--- config.mk ---
export PLATFORM = sky130hd
export DESIGN_NAME = osc_trigger_capture
export DESIGN_NICKNAME = d
export VERILOG_FILES = /design/src/rtl/osc_trigger_capture.sv
export SDC_FILE = /design/constraint.sdc
export NUM_CORES = 1
export LEC_CHECK = 0
export BUFFER_PORTS_ARGS = -buffer_cell sky130_fd_sc_hd__buf_2
export CAP_MARGIN = 20
export CORE_UTILIZATION = 34
export CTS_BUF_LIST = sky130_fd_sc_hd__clkbuf_4 sky130_fd_sc_hd__clkbuf_8
export DETAILED_ROUTE_END_ITERATION = 7
export RECOVER_POWER = 100
export SLEW_MARGIN = 20
export SYNTH_ARGS = -nofsm -noshare
export SYNTH_HDL_FRONTEND = slang
export SYNTH_SLANG_ARGS = --single-unit
--- constraint.sdc ---
create_clock -name clk -period 4.45 [get_ports clk]
set_input_delay 0.2225 -clock clk [delete_from_list [all_inputs] [get_ports clk]]
set_output_delay 0.2225 -clock clk [all_outputs]
set_load 0.1 [all_outputs]
--- src/rtl/osc_trigger_capture.sv ---
// Oscilloscope trigger and frame capture: decimates ADC samples, arms on
// request, triggers on a level crossing or auto timeout, delivers one frame.
module osc_trigger_capture #(
  parameter int VAL_RES      = 16,
  parameter int NPOINTS      = 640,
  parameter int AUTO_TIMEOUT = 4096
) (
  input  logic               clk,
  input  logic               rst_n,
  input  logic [VAL_RES-1:0] sample,
  input  logic               sample_valid,
  input  logic               enable,
  input  logic [VAL_RES-1:0] trig_level,
  input  logic               trig_falling,
  input  logic               trig_auto,
  input  logic [7:0]         decim,
  input  logic               frame_req,
  output logic [VAL_RES-1:0] val,
  output logic               readValEn,
  output logic               armed,
  output logic               triggered,
  output logic               forced
);

  typedef enum logic [1:0] {
    IDLE,
    WAIT_TRIG,
    CAPTURE,
    DONE
  } state_t;

  localparam int PW = $clog2(NPOINTS + 1);
  localparam int TW = $clog2(AUTO_TIMEOUT + 1);
  localparam logic [PW-1:0] P_LAST = PW'(NPOINTS - 1);
  localparam logic [TW-1:0] T_LAST = TW'(AUTO_TIMEOUT - 1);

  state_t             state, state_nx;
  logic [7:0]         dcnt, dcnt_nx;
  logic [TW-1:0]      tcnt, tcnt_nx;
  logic [PW-1:0]      pcnt, pcnt_nx;
  logic [VAL_RES-1:0] prev, prev_nx;
  logic [VAL_RES-1:0] val_nx;
  logic               prev_ok, prev_ok_nx;
  logic               rve_nx, forced_nx;
  logic               dsample, rise, fall, hit, timeout;

  assign dsample = sample_valid && (dcnt == 8'd0);
  assign rise    = prev_ok && (prev < trig_level)
                && (sample >= trig_level);
  assign fall    = prev_ok && (prev > trig_level)
                && (sample <= trig_level);
  assign hit     = dsample && (trig_falling ? fall : rise);
  // an edge on the same dsample wins over the timeout
  assign timeout = dsample && trig_auto && !hit
                && (tcnt == T_LAST);

  assign armed     = (state == WAIT_TRIG);
  assign triggered = (state == CAPTURE) || (state == DONE);

  always_comb begin
    state_nx   = state;
    dcnt_nx    = dcnt;
    tcnt_nx    = tcnt;
    pcnt_nx    = pcnt;
    prev_nx    = prev;
    prev_ok_nx = prev_ok;
    val_nx     = val;
    rve_nx     = 1'b0;
    forced_nx  = forced;

    if (sample_valid)
      dcnt_nx = (dcnt >= decim) ? 8'd0 : dcnt + 8'd1;
    if (dsample) begin
      prev_nx    = sample;
      prev_ok_nx = 1'b1;
    end

    case (state)
      IDLE: begin
        state_nx   = WAIT_TRIG;
        tcnt_nx    = '0;
        prev_ok_nx = 1'b0;
      end
      WAIT_TRIG: begin
        if (hit || timeout) begin
          state_nx  = (P_LAST == '0) ? DONE : CAPTURE;
          val_nx    = sample;
          rve_nx    = 1'b1;
          pcnt_nx   = PW'(1);
          forced_nx = timeout;
        end else if (dsample && tcnt != T_LAST) begin
          tcnt_nx = tcnt + TW'(1);
        end
      end
      CAPTURE: begin
        if (dsample) begin
          val_nx  = sample;
          rve_nx  = 1'b1;
          pcnt_nx = pcnt + PW'(1);
          if (pcnt == P_LAST)
            state_nx = DONE;
        end
      end
      DONE: begin
        if (frame_req) begin
          state_nx   = WAIT_TRIG;
          tcnt_nx    = '0;
          pcnt_nx    = '0;
          prev_ok_nx = 1'b0;
        end
      end
      default: state_nx = IDLE;
    endcase

    // stop abandons any partial frame
    if (!enable) begin
      state_nx   = IDLE;
      dcnt_nx    = 8'd0;
      tcnt_nx    = '0;
      pcnt_nx    = '0;
      prev_ok_nx = 1'b0;
      val_nx     = val;
      rve_nx     = 1'b0;
      forced_nx  = 1'b0;
    end
  end

  always_ff @(posedge clk or negedge rst_n) begin
    if (!rst_n) begin
      state     <= IDLE;
      dcnt      <= 8'd0;
      tcnt      <= '0;
      pcnt      <= '0;
      prev      <= '0;
      prev_ok   <= 1'b0;
      val       <= '0;
      readValEn <= 1'b0;
      forced    <= 1'b0;
    end else begin
      state     <= state_nx;
      dcnt      <= dcnt_nx;
      tcnt      <= tcnt_nx;
      pcnt      <= pcnt_nx;
      prev      <= prev_nx;
      prev_ok   <= prev_ok_nx;
      val       <= val_nx;
      readValEn <= rve_nx;
      forced    <= forced_nx;
    end
  end

endmodule
==> impl_metrics.csv <==
group,metric,value,unit
logic_synthesis,synth_edf_count,0,
logic_synthesis,synth_top_area_share,37.3,%
logic_synthesis,synth_area_leaders,"dfrtp_1 (37%), ha_1 (13%), nand2_1 (7.7%)",
final_layout,diodes,0,
logic_synthesis,ys_seq_elements,68,
power_and_ir_drop,power_leakage,2.49,nW
cts,cts_max_level,3,
sta,rsz0062_at_grt,"false",
cts,insertion_delay,0.35,ns
routing,vias,4019,
logic_synthesis,async_flop_share,100,%
floorplan,core_area,12800,sq um
flow_run,max-cap-violations,0,
logic_synthesis,ys_seq_area_share,37.3,%
worst_setup_path,criticalPathCategory,"flip-flop to flip-flop",
global_route,grt_pass1_wl,18.6,mm
sta,setup_viol,0,
sta,finalHoldViolCount,0,
power_and_ir_drop,vdd_ir_drop_max,279,uV
floorplan,rows,41,
routing,wire_per_inst,14.4,microns
sta,max_freq,279,MHz
floorplan,fp.dieW,118,microns
logic_synthesis,yosysWarnings,0,
power_and_ir_drop,switching_power,1.61,mW
sta,fin_skew,0.0117,ns
logic_synthesis,yosysUniqueCellTypes,58,
worst_setup_path,arrival,3.82,ns
sta,period_minus_slack,3.59,ns
sta,hold_slack,0.0717,ns
cts,cts_buffers,9,
placed_design,place_congestion,0.815,
power_and_ir_drop,p_clk_share,18.7,%
final_layout,fin_nets,678,
sta,post-route-period-util,80.6,%
cts,cts_setup_buffers,0,
placed_design,port_buffers,66,
final_layout,seq_area,1700,sq um
global_route,first_global_vias,3920,
logic_synthesis,synth_cells,518,
worst_setup_path,crit_fanout,12,
sta,slew_headroom,16.1,%
logic_synthesis,synth_area_per_cell,8.80,sq um
power_and_ir_drop,swShare,51.3,%
cts,clock_path_buffers,2,
logic_synthesis,mappedNetlistNets,612,
routing,drc,0,
cts,cts_tree,"built",
floorplan,io_pins,67,
sta,drv_slew,0,
cts,cts_resized,0,
logic_synthesis,synthTopCellsByCount,"nand2_1 (93), dfrtp_1 (68), ha_1 (47)",
cts,cts.sinks,68,
cts,postCtsHoldBufs,0,
power_and_ir_drop,p_int,1.53,mW
final_layout,drive_gt1_share,14.3,%
power_and_ir_drop,power.density,599,nW/um^2
logic_synthesis,synth_area,4560,sq um
routing,detail_route.vias_per_cell,5.28,
status,status,"finished clean",
global_route,antenna_found_initial,0,
final_layout,fillers,1315,
routing,drtIter0Drc,279,
floorplan,die_h,118,microns
floorplan,start_util,35.6,%
cts,root_buffer,"clkbuf_8",
power_and_ir_drop,finalPower,3.13,mW
global_route,grt_max_degree,69,
global_route,grtUsageTotal,16.5,%
power_and_ir_drop,seqPwrFrac,28.9,%
routing,first_pass_iters,4,
routing,ant_nets,0,
logic_synthesis,synth-main-ff-cell,"dfrtp_1",
placed_design,hpwl,8.07,mm
floorplan,dieArea,13900,sq um
worst_setup_path,end_kind,"flip-flop",
routing,finalWirelength,11.0,mm
worst_setup_path,critical_path_required,4.68,ns
final_layout,multiInputGateArea,2620,sq um
power_and_ir_drop,p_comb_share,52.4,%
sta,tns,0,ns
cts,clk_pin_slew,0.08,ns
logic_synthesis,yosys.area.top_type,"dfrtp_1",
worst_setup_path,cp-start-kind,"flip-flop",
final_layout,syn_to_final_growth,14.7,%
global_route,grt-ovfl-total,0,
sta,worstMarginPinSlew,1.25,ns
hold_path,hp-class,"primary input to asynchronous set/reset pin",
logic_synthesis,synth.most_common_cell,"nand2_1",
==> critical path, cell delays in order (launching register included) <==
cell and delay [ns]:
dfrtp_1 0.42, inv_1 0.13, ha_1 0.15, nor4b_1 0.37
and2_0 0.57, nand2_1 0.14, o311ai_0 0.64, a21boi_0 0.40
nor3_1 0.25, a221o_1 0.40
==> path summary, 6_finish.rpt <==
| path | startpoint | endpoint | slack [ns] | cells after the start |
|---|---|---|---|---|
| worst min-delay path | rst_n | val[8] | 0.07 | 2 |
| max in group asynchronous | rst_n | tcnt[2] | 3.82 | 2 |
| worst max-delay path | dcnt[0] | pcnt[3] | 0.86 | 9 |
| worst min register to register | prev[9] | prev[9] | 0.49 | 2 |
| worst max register to register | dcnt[0] | pcnt[3] | 0.86 | 9 |
| min in group clk | sample[6] | prev[6] | 0.10 | 3 |
==> cells by family (layout without fill, tap and decap cells) <==
group                    Yosys count  after routing  synth area share [%]
flip-flops                        68             68                  37.3
AO/OA/AOI/OAI                    112            112                  16.8
adder cells (fa/ha/maj)           47             47                  12.9
AND/OR/NAND/NOR                  223            223                  23.3
buffers and inverters             49            120                  4.31
multiplexers                      17             17                  4.99
XOR/XNOR                           2              2                 0.384
==> sequential cells by signal, summed over array words and instances, names as in the netlist <==
name       flops
forced         1
state          2
dcnt           8
prev_ok        1
val           16
tcnt          13
pcnt          10
prev          16
readValEn      1
==> placed cells by master (no fill, tap or decap), types with 8 or more instances in the layout <==
cell type,Yosys,final
nor3_1,8,8
ha_1,47,47
nand3_1,21,21
a21oi_1,36,36
nand4_1,9,9
buf_2,1,46
a221o_1,8,8
mux2_1,0,9
o21ai_0,21,21
dfrtp_1,68,68
clkbuf_1,12,20
clkbuf_8,0,10
inv_1,34,34
nand2_1,93,93
nor2_1,41,41
nor4_1,14,14
==> per-layer routing <==
metal / global-route usage, % / vias to the layer above / share of wire, %
li1: - / 1991 / -
met1: 21.7 / 1932 / 49
met2: 26.2 / 84 / 45
met3: 4.31 / 12 / 3.8
met4: 5.53 / 0 / 1.9
met5: 0 / - / 0
==> final cells by class <==
type | count | share of cell area (%)
clock buffer | 10 | 2.63
clock inverter | 6 | 1.82
inverter | 34 | 2.44
multi-input combinational | 401 | 50.0
sequential | 68 | 32.5
tap | 172 | 4.11
timing repair buffer | 70 | 6.41
==> metrics by stage <==
stage	utilization, %	setup slack [ns]	instance area (sq um)	cells
2_1_floorplan	-	1.50	4560	518
3_3_place_gp	39.5	1.09	5070	745
3_5_place_dp	39.5	0.970	5070	745
4_1_cts	41.3	0.964	5300	761
5_1_grt	40.8	0.462	5230	761
6_report	40.8	0.862	5230	761
==> power by group through the flow <==
stage	clock [mW]	sequential [mW]	combinational, mW
6_report	0.587	0.904	1.64
5_1_grt	0.640	0.927	1.78
4_1_cts	0.608	0.905	1.74
3_5_place_dp	0	0.914	1.74
3_3_place_gp	0	0.910	1.70
2_1_floorplan	0	1.44	0.874
No activity file was read; power rests on OpenSTA's default activity.
